File: src/rtl/ewrapper_emesh_tx_arbiter_pkg.sv
// ewrapper_emesh_tx_arbiter_pkg
//   Shared definitions for the emesh outbound arbiter. It holds the emesh packet
//   field widths, the double-word datamode code, the burst address stride, the
//   arbiter state type and the packet struct used to carry a request's payload.
//   There are no ports.
package ewrapper_emesh_tx_arbiter_pkg;

  localparam int AW  = 32;  // address width (dstaddr / srcaddr)
  localparam int DW  = 32;  // data width
  localparam int DMW = 2;   // datamode width
  localparam int CMW = 4;   // ctrlmode width

  localparam logic [DMW-1:0] DM_DOUBLE    = 2'b11;
  localparam logic [AW-1:0]  BURST_STRIDE = 32'd8;

  typedef enum logic {
    ST_ARB  = 1'b0,
    ST_LOCK = 1'b1
  } arb_state_t;

  typedef struct packed {
    logic           write;
    logic [DMW-1:0] datamode;
    logic [CMW-1:0] ctrlmode;
    logic [AW-1:0]  dstaddr;
    logic [AW-1:0]  srcaddr;
    logic [DW-1:0]  data;
  } emesh_pkt_t;

  // A double-word write is the only kind of transaction that can start or extend a burst.
  function automatic logic is_double_write(input emesh_pkt_t p);
    return p.write && (p.datamode == DM_DOUBLE);
  endfunction

endpackage

File: src/rtl/ewrapper_burst_chk.sv
// ewrapper_burst_chk
//   Purely combinational check that decides whether a candidate transaction
//   continues the current burst. It must be a double-word write whose
//   destination is exactly one stride past the previous beat. The address
//   addition wraps at 32 bits.
// Ports
//   i_prev_dstaddr   [31:0] in   dstaddr of the previously granted beat
//   i_cand_dstaddr   [31:0] in   dstaddr of the candidate beat
//   i_cand_write            in   candidate is a write
//   i_cand_datamode  [1:0]  in   candidate datamode
//   o_contiguous            out  candidate extends the burst
module ewrapper_burst_chk
  import ewrapper_emesh_tx_arbiter_pkg::*;
(
  input  logic [AW-1:0]  i_prev_dstaddr,
  input  logic [AW-1:0]  i_cand_dstaddr,
  input  logic           i_cand_write,
  input  logic [DMW-1:0] i_cand_datamode,
  output logic           o_contiguous
);

  logic [AW-1:0] w_next_addr;

  assign w_next_addr  = i_prev_dstaddr + BURST_STRIDE;
  assign o_contiguous = i_cand_write && (i_cand_datamode == DM_DOUBLE) &&
                        (i_cand_dstaddr == w_next_addr);

endmodule

File: src/rtl/ewrapper_emesh_tx_arbiter.sv
// ewrapper_emesh_tx_arbiter
//   Shares the elink outbound emesh port between two requesters. Arbitration is
//   round-robin. Link write and read backpressure are honoured per request type.
//   When i_burst_en is set, the grant can lock onto one owner for a run of
//   contiguous double-word writes, so the transmitter can burst them.
//   Accepted transactions appear on the registered o_emesh_* outputs one cycle
//   later.
// Ports
//   i_emesh_clk_inb                 in   single clock
//   i_reset                         in   synchronous, active-high
//   i_burst_en                      in   enables burst lock
//   i_reqN_access/write/datamode/
//     ctrlmode/dstaddr/srcaddr/data in   requester N transaction (held until accepted)
//   o_reqN_wait                     out  requester N not accepted this cycle
//   i_emesh_wr_wait_inb             in   link write backpressure
//   i_emesh_rd_wait_inb             in   link read backpressure
//   o_emesh_access_outb             out  one-cycle valid per transaction
//   o_emesh_write/datamode/ctrlmode/
//     dstaddr/srcaddr/data_outb     out  registered payload, held between transactions
//
// state   | meaning
// ST_ARB  | round-robin between eligible requesters
// ST_LOCK | grant reserved for the burst owner while it keeps issuing contiguous doubles
module ewrapper_emesh_tx_arbiter
  import ewrapper_emesh_tx_arbiter_pkg::*;
#(
  parameter int MAX_BURST = 8,
  parameter int BCW       = 3
) (
  input  logic           i_emesh_clk_inb,
  input  logic           i_reset,
  input  logic           i_burst_en,

  input  logic           i_req0_access,
  input  logic           i_req0_write,
  input  logic [DMW-1:0] i_req0_datamode,
  input  logic [CMW-1:0] i_req0_ctrlmode,
  input  logic [AW-1:0]  i_req0_dstaddr,
  input  logic [AW-1:0]  i_req0_srcaddr,
  input  logic [DW-1:0]  i_req0_data,
  output logic           o_req0_wait,

  input  logic           i_req1_access,
  input  logic           i_req1_write,
  input  logic [DMW-1:0] i_req1_datamode,
  input  logic [CMW-1:0] i_req1_ctrlmode,
  input  logic [AW-1:0]  i_req1_dstaddr,
  input  logic [AW-1:0]  i_req1_srcaddr,
  input  logic [DW-1:0]  i_req1_data,
  output logic           o_req1_wait,

  input  logic           i_emesh_wr_wait_inb,
  input  logic           i_emesh_rd_wait_inb,

  output logic           o_emesh_access_outb,
  output logic           o_emesh_write_outb,
  output logic [DMW-1:0] o_emesh_datamode_outb,
  output logic [CMW-1:0] o_emesh_ctrlmode_outb,
  output logic [AW-1:0]  o_emesh_dstaddr_outb,
  output logic [AW-1:0]  o_emesh_srcaddr_outb,
  output logic [DW-1:0]  o_emesh_data_outb
);

  // The lock holds for the first beat plus this many more beats.
  localparam logic [BCW-1:0] BEATS_AFTER_FIRST = BCW'(MAX_BURST - 1);

  arb_state_t     r_state, w_state_nxt;
  // While locked, the owner is always the most recent grantee, so last_grant
  // also serves as the owner id.
  logic           r_last_grant, w_last_grant_nxt;
  logic [BCW-1:0] r_beats_left, w_beats_left_nxt;
  logic           r_access;
  emesh_pkt_t     r_out;

  emesh_pkt_t     w_pkt0, w_pkt1, w_owner_pkt, w_rr_pkt, w_grant_pkt;
  logic           w_elig0, w_elig1, w_owner_elig;
  logic           w_contig, w_lock_hold, w_rr_sel;
  logic           w_grant0, w_grant1;

  assign w_pkt0 = {i_req0_write, i_req0_datamode, i_req0_ctrlmode,
                   i_req0_dstaddr, i_req0_srcaddr, i_req0_data};
  assign w_pkt1 = {i_req1_write, i_req1_datamode, i_req1_ctrlmode,
                   i_req1_dstaddr, i_req1_srcaddr, i_req1_data};

  assign w_elig0 = i_req0_access &
                   (i_req0_write ? ~i_emesh_wr_wait_inb : ~i_emesh_rd_wait_inb);
  assign w_elig1 = i_req1_access &
                   (i_req1_write ? ~i_emesh_wr_wait_inb : ~i_emesh_rd_wait_inb);

  assign w_owner_pkt  = r_last_grant ? w_pkt1 : w_pkt0;
  assign w_owner_elig = r_last_grant ? w_elig1 : w_elig0;

  // The previous beat's dstaddr is the one still held in the output register.
  ewrapper_burst_chk u_burst_chk (
    .i_prev_dstaddr  (r_out.dstaddr),
    .i_cand_dstaddr  (w_owner_pkt.dstaddr),
    .i_cand_write    (w_owner_pkt.write),
    .i_cand_datamode (w_owner_pkt.datamode),
    .o_contiguous    (w_contig)
  );

  assign w_lock_hold = (r_state == ST_LOCK) && i_burst_en && w_owner_elig &&
                       w_contig && (r_beats_left != '0);

  // Select req1 when it is the only eligible requester, or when both are eligible and req0 went last.
  assign w_rr_sel = w_elig1 & (~w_elig0 | ~r_last_grant);
  assign w_rr_pkt = w_rr_sel ? w_pkt1 : w_pkt0;

  always_comb begin
    w_grant0         = 1'b0;
    w_grant1         = 1'b0;
    w_state_nxt      = ST_ARB;
    w_last_grant_nxt = r_last_grant;
    w_beats_left_nxt = r_beats_left;
    if (w_lock_hold) begin
      w_grant0         = ~r_last_grant;
      w_grant1         = r_last_grant;
      w_beats_left_nxt = r_beats_left - BCW'(1);
      w_state_nxt      = ST_LOCK;
    end else if (w_elig0 | w_elig1) begin
      // A failed lock also falls through to here in the same cycle. The owner
      // is last_grant, so the other requester wins the tie.
      w_grant0         = ~w_rr_sel;
      w_grant1         = w_rr_sel;
      w_last_grant_nxt = w_rr_sel;
      if (i_burst_en && (MAX_BURST > 1) && is_double_write(w_rr_pkt)) begin
        w_state_nxt      = ST_LOCK;
        w_beats_left_nxt = BEATS_AFTER_FIRST;
      end
    end
  end

  always_ff @(posedge i_emesh_clk_inb) begin
    if (i_reset) begin
      r_state      <= ST_ARB;
      r_last_grant <= 1'b1;
      r_beats_left <= '0;
    end else begin
      r_state      <= w_state_nxt;
      r_last_grant <= w_last_grant_nxt;
      r_beats_left <= w_beats_left_nxt;
    end
  end

  assign w_grant_pkt = w_grant1 ? w_pkt1 : w_pkt0;

  always_ff @(posedge i_emesh_clk_inb) begin
    if (i_reset) begin
      r_access <= 1'b0;
      r_out    <= '0;
    end else begin
      r_access <= w_grant0 | w_grant1;
      if (w_grant0 | w_grant1) begin
        r_out <= w_grant_pkt;
      end
    end
  end

  assign o_req0_wait = i_req0_access & ~w_grant0;
  assign o_req1_wait = i_req1_access & ~w_grant1;

  assign o_emesh_access_outb   = r_access;
  assign o_emesh_write_outb    = r_out.write;
  assign o_emesh_datamode_outb = r_out.datamode;
  assign o_emesh_ctrlmode_outb = r_out.ctrlmode;
  assign o_emesh_dstaddr_outb  = r_out.dstaddr;
  assign o_emesh_srcaddr_outb  = r_out.srcaddr;
  assign o_emesh_data_outb     = r_out.data;

endmodule
File: config.mk
export PLATFORM = sky130hd
export DESIGN_NAME = ewrapper_emesh_tx_arbiter
export DESIGN_NICKNAME = d
export VERILOG_FILES = /design/src/rtl/ewrapper_emesh_tx_arbiter_pkg.sv /design/src/rtl/ewrapper_burst_chk.sv /design/src/rtl/ewrapper_emesh_tx_arbiter.sv
export SDC_FILE = /design/constraint.sdc
export NUM_CORES = 1
export LEC_CHECK = 0
export BUFFER_PORTS_ARGS = -buffer_cell sky130_fd_sc_hd__buf_2
export CAP_MARGIN = 20
export CORE_MARGIN = 5
export CORE_UTILIZATION = 25
export CTS_BUF_LIST = sky130_fd_sc_hd__clkbuf_16
export DETAILED_ROUTE_END_ITERATION = 10
export PLACE_DENSITY = 0.51
export SYNTH_ARGS = -nofsm -noshare
export SYNTH_HDL_FRONTEND = slang
export SYNTH_SLANG_ARGS = --single-unit
File: constraint.sdc
create_clock -name i_emesh_clk_inb -period 4.59 [get_ports i_emesh_clk_inb]
set_input_delay 0.918 -clock i_emesh_clk_inb [delete_from_list [all_inputs] [get_ports i_emesh_clk_inb]]
set_output_delay 0.918 -clock i_emesh_clk_inb [all_outputs]
set_load 0.005 [all_outputs]
Word-level counts from Yosys, hierarchy flattened:

Cells that the tools add are included.

* bits in registers: 109
* input port bits: 213
* output and inout bits: 106
* logic and storage cells: 60

* $add $sub $neg: 2
* equal/unequal tests: 3
* multiplexer cells: 16
* bitwise operators: 16
* reductions and logical operators: 13

Operators by type and width (number)
* $mux 103: 3
* $add 32x4->32 const B: 1
* $eq 32x32->1: 1
* $mux 1: 10
* $mux 3: 3
* $logic_and 1x1->1: 8
* $not 1->1: 8
* $and 1x1->1: 5
* $eq 2x2->1 const B: 2
* $reduce_and 2->1: 2
* $reduce_bool 2->1: 2
* $or 1x1->1: 3
* $reduce_bool 3->1: 1
* $sub 3x1->3 const B: 1

Depth between registers and ports, before layout:

* word-level depth: 13
* gate-level depth with buffers: 15
* gate-level depth less buffers: 11

Cells and area by module:

Synthesis repeated with hierarchy kept, for this count alone.

* cells, all modules: 577
* area, all modules: 6189.7 um^2

By module, submodules not included
* ewrapper_emesh_tx_arbiter: instances 1, cells an instance 433, area an instance 5133.7 um^2, seq. area each 2182.1 um^2
* ewrapper_burst_chk: instances 1, cells an instance 144, area an instance 1056.0 um^2, seq. area each 0.0 um^2

Worst setup path before layout:

Ideal clock, no wire load.

* path kind: input to output
* from: input i_req1_dstaddr[10]
* to: output o_req1_wait
* data arrival time: 2889 ps
* data required time: 3672 ps
* slack: 783 ps
* cell stages on the path: 11
* path buffers: 2
* cells stage by stage: mux2i_1 > xnor3_1 > nor3b_1 > o21ai_1 > a21oi_1 > nor4b_1 > and4bb_1 > buf_4 > clkbuf_1 > nand2_1 > o211a_1

* cells in the longest elaborated chain, start to end: 8

RTL lines
* start, declared: RTL line ewrapper_emesh_tx_arbiter.sv:47 `input logic [AW-1:0] i_req1_dstaddr,`
* $mux 103: RTL line ewrapper_emesh_tx_arbiter.sv:90 `assign w_owner_pkt = r_last_grant ? w_pkt1 : w_pkt0;`
* $eq 32x32->1: RTL line ewrapper_burst_chk.sv:26 `(i_cand_dstaddr == w_next_addr);`
* $logic_and 1x1->1: RTL line ewrapper_burst_chk.sv:25 `assign o_contiguous = i_cand_write && (i_cand_datamode == DM_DOUBLE) &&`
* $logic_and 1x1->1: RTL line ewrapper_emesh_tx_arbiter.sv:102 `assign w_lock_hold = (r_state == ST_LOCK) && i_burst_en && w_owner_elig &&`
* $logic_and 1x1->1: RTL line ewrapper_emesh_tx_arbiter.sv:103 `w_contig && (r_beats_left != '0);`
* $mux 1: RTL line ewrapper_emesh_tx_arbiter.sv:115 `if (w_lock_hold) begin`
* $not 1->1: RTL line ewrapper_emesh_tx_arbiter.sv:160 `assign o_req1_wait = i_req1_access & ~w_grant1;`
* $and 1x1->1: RTL line ewrapper_emesh_tx_arbiter.sv:160
* end, declared: RTL line ewrapper_emesh_tx_arbiter.sv:50 `output logic o_req1_wait,`

Every way passes these cells.

Worst setup path in the final report:

* from: register r_out (netlist bit o_emesh_dstaddr_outb[10])
* to: output o_req1_wait

* cells in the longest elaborated chain, start to end: 8

RTL lines
* start, declared: RTL line ewrapper_emesh_tx_arbiter.sv:73 `emesh_pkt_t r_out;`
* start signal, assigned: RTL line ewrapper_emesh_tx_arbiter.sv:154 `r_out <= w_grant_pkt;`
* $add 32x4->32: RTL line ewrapper_burst_chk.sv:24 `assign w_next_addr = i_prev_dstaddr + BURST_STRIDE;`
* $eq 32x32->1: RTL line ewrapper_burst_chk.sv:26
* $logic_and 1x1->1: RTL line ewrapper_burst_chk.sv:25
* $logic_and 1x1->1: RTL line ewrapper_emesh_tx_arbiter.sv:102
* $logic_and 1x1->1: RTL line ewrapper_emesh_tx_arbiter.sv:103
* $mux 1: RTL line ewrapper_emesh_tx_arbiter.sv:115
* $not 1->1: RTL line ewrapper_emesh_tx_arbiter.sv:160
* $and 1x1->1: RTL line ewrapper_emesh_tx_arbiter.sv:160

Every way passes these cells.

==> summary.md <==
| Metric | Value |
|---|---|
| Post-Place Cells | about 1,200 |
| Fin crit period | 4.33 ns |
| CP max stage cell | dfxtp_1 |
| I/O pin cnt | approximately 320 |
| Post-synth EDFFs | 0 |
| DRT Pass-1 Iters | 4 |
| Layout cell share with drive strength beyond 1 | 0.392 |
| Crit path cell chain | and4_1, and4_2, and2_1, nand3_1, o21ai_1, or3b_1, and4bb_1, buf_4, o211a_1, buf_2 |
| CTS Root Buffer Type | clkbuf_16 |
| DRC errors left | 0 |
| # rows | 56 |
| Post-Syn Area | around 5900 um^2 |
| Final wirelength | between 20 and 25 mm |
| Post-synthesis sequential area ratio | 0.367 |
| Slew Viols, Final | 0 |
| Worst EP arrival | between 3 and 4 ns |
| RSZ-0062 raised after global routing | false |
| First-pass GRT wire length | 34.4 mm |
| Sink Count | 109 |
| Period Utilization, post-route | 0.944 |
| Largest area contributor in the netlist | dfxtp_1 |
| DIE WIDTH | 164 um |
| Iter 0 DRT Violations | around 360 |
| GPL Wtd Cong | approximately 0.8 |
| WP data required | about 3.7 ns |
| Final TNS setup | 0 ns |
| CTS buffer count | 9 |
| Antenna violations before repair | 3 |
| Most used DFF post-synth | dfxtp_1 |
| Total number of vias | just under 6,000 |
| Max Cap Viol | 0 |
| WHS | ~0.45 ns |
| VDD IR max | 0.149 mV |
| Setup violators final | 0 |
| #FFs+latches synth | between 100 and 150 |
| Vias/cell | ~4.8 |
| Status | completed |
| Final Instance Count excl. Fillers | roughly 1,200 |
| Synth async-reset ratio | 0 |
| CP max stage delay | approximately 0.46 ns |
| Synthesis-to-layout area growth | 37.4% |
| Netlist cell types | 57 |
| Routed WL per cell | around 18 um |
| Vias in the first global route | between 5,000 and 6,000 |
| Skew-Pair Late Insertion Delay | about 0.36 ns |
| Total track usage | 0.164 |
| Die Y-Extent | roughly 160 um |
| Htree depth | 3 |
| PortBufs | roughly 320 |
| Worst Setup End Kind | output port |
| Measured slew at the worst slew-check pin | approximately 0.6 ns |
| WP buf/inv | 2 |
| Top cell type's share of synthesized area | 0.367 |
| HP Class | flop to flop |
| Crit path kind | flop to output port |
| Final Skew | 0.0163 ns |
| Core area | ~23,000 um^2 |
| Fmax | 231 MHz |
| Worst-path fanout max | 10 |
| Power Total | around 2.5 mW |
| Top cells by area, synth | dfxtp_1 (37%), a221o_1 (16%), and2_1 (11%), mux2i_1 (6.1%), xnor2_1 (4.0%) |
| Pwr/cell area | 302 nW/um^2 |
| Largest net degree at the start of global routing | 70 |
| # fillers | 2,499 |
| Grt ovf | 0 |
| Postcts setup bufs | 0 |
| Leakage | approximately 3.9 nW |
| Diode count | 0 |
| Clock buffer depth | 2 |
| CP delay by family, top | simple AND/OR/NAND/NOR gates |
| Initial core utilization | 0.253 |
| Syn nets | ~840 |
| Slew Limit Headroom | 0.602 |
| Post-route ant nets | 0 |
| Final Net Count | 1,138 |
| Synth warn | 0 |
| DP Wirelength | roughly 18 mm |
| Die area | approximately 27,000 um^2 |
| Clk slew on worst S/H paths | roughly 0.08 ns |
| Final hold violations | 0 |
| CP startpoint kind | flop |
| Post-synthesis cell count | between 600 and 700 |
| Syn Area/Cell | 9.56 um^2 |
| CTS tree | yes |
==> area by class of cell <==
class	count	area [um^2]	share of cell area
sequential	109	2190	0.268
timing repair buffer	336	1760	0.216
clock inverter	7	71.3	0.00873
inverter	4	15.0	0.00184
tap	319	399	0.0489
clock buffer	9	225	0.0276
multi-input combinational	462	3510	0.429
==> kinds of logic after synthesis <==
kind of cell,share of synthesized area
mux,0.0686
flops,0.367
buf+inv,0.0484
simple gates,0.231
xor+xnor,0.0671
compound gates,0.212
fa+ha+maj,0.00631
==> cell usage after synthesis, drive strengths merged (2+ instances only) <==
library cell and count:
a211oi 3, a21o 2, a21oi 4, a221o 98, a31oi 3, and2 102, and3 9, and4 5
buf 23, clkbuf 24, dfxtp 109, ha 3, inv 4, mux2i 38, nand2 34, nand2b 3
nand3 12, nand3b 3, nand4 13, nand4b 2, nor2 25, nor2b 2, nor3 13, nor3b 4
nor4 2, o2111ai 2, o211a 2, o21ai 9, o21bai 2, o221ai 5, or3 3, xnor2 27
xor2 16
==> sequential cells by signal (all words and copies together) (netlist names) <==
signal and cells:
o_emesh_access_outb 1, o_emesh_ctrlmode_outb 4, o_emesh_data_outb 32, o_emesh_datamode_outb 2
o_emesh_dstaddr_outb 32, o_emesh_srcaddr_outb 32, o_emesh_write_outb 1, r_beats_left 3
r_last_grant 1, r_state 1
==> placed cells by master, fill, tap and decap left out, types with 5 or more instances in the layout <==
master / instances
nand3_1: 12
clkbuf_16: 9
and3_1: 9
o221ai_1: 5
o21ai_0: 7
and2_1: 102
buf_2: 318
nand4_1: 13
nor2_1: 25
nand2_1: 34
nor3_1: 11
buf_4: 15
xor2_1: 16
a221o_1: 98
mux2i_1: 34
dfxtp_1: 108
xnor2_1: 27
==> per-layer routing <==
metal,vias up,share of wire,GRT usage
met5,-,0.0016,0
met4,6,0.010,0.0412
met3,17,0.085,0.0522
met2,220,0.49,0.280
met1,2762,0.41,0.200
li1,2941,-,-
==> timing repair <==
action | in CTS | in global routing
gates resized for setup | 0 | 2
hold buffers | 0 | 0
endpoints found under the setup margin | 0 | 2
==> stage by stage <==
step | cell area (um^2) | utilization | worst slack [ns]
after global placement | 7870 | 0.335 | 0.424
final | 8170 | 0.348 | 0.258
after detailed placement | 7870 | 0.335 | 0.353
after floorplan | 5950 | - | 0.783
after global routing | 8170 | 0.348 | 0.0210
after CTS | 8160 | 0.348 | 0.0766
==> power breakdown <==
part	total, mW	switching [mW]	internal (mW)	leakage [nW]
logic	0.557	0.268	0.288	2.90
clock network	0.808	0.424	0.384	0.144
registers	1.10	0.0704	1.03	0.897
==> path summary, 6_finish.rpt <==
check	slack [ns]	startpoint	cells past startpoint	to
worst max-delay path	0.26	o_emesh_dstaddr_outb[10]$_SDFFE_PP0P_	10	o_req1_wait
worst min-delay path	0.45	o_emesh_write_outb$_SDFFE_PP0P_	2	o_emesh_write_outb$_SDFFE_PP0P_
worst max register to register	0.90	o_emesh_dstaddr_outb[7]$_SDFFE_PP0P_	11	o_emesh_data_outb[2]$_SDFFE_PP0P_
worst min register to register	0.45	o_emesh_write_outb$_SDFFE_PP0P_	2	o_emesh_write_outb$_SDFFE_PP0P_
==> worst reg2reg max path: cells and delay by family, from the launching register on <==
kind	cells	cell delay, ns
and+or+nand+nor	6	1.87
DFF	1	0.49
AOI/OAI and AO/OA	1	0.23
muxes	1	0.34
xor gates and xnor gates	1	0.16
buffers and inverters	2	0.55
No activity file was read; power rests on OpenSTA's default activity.
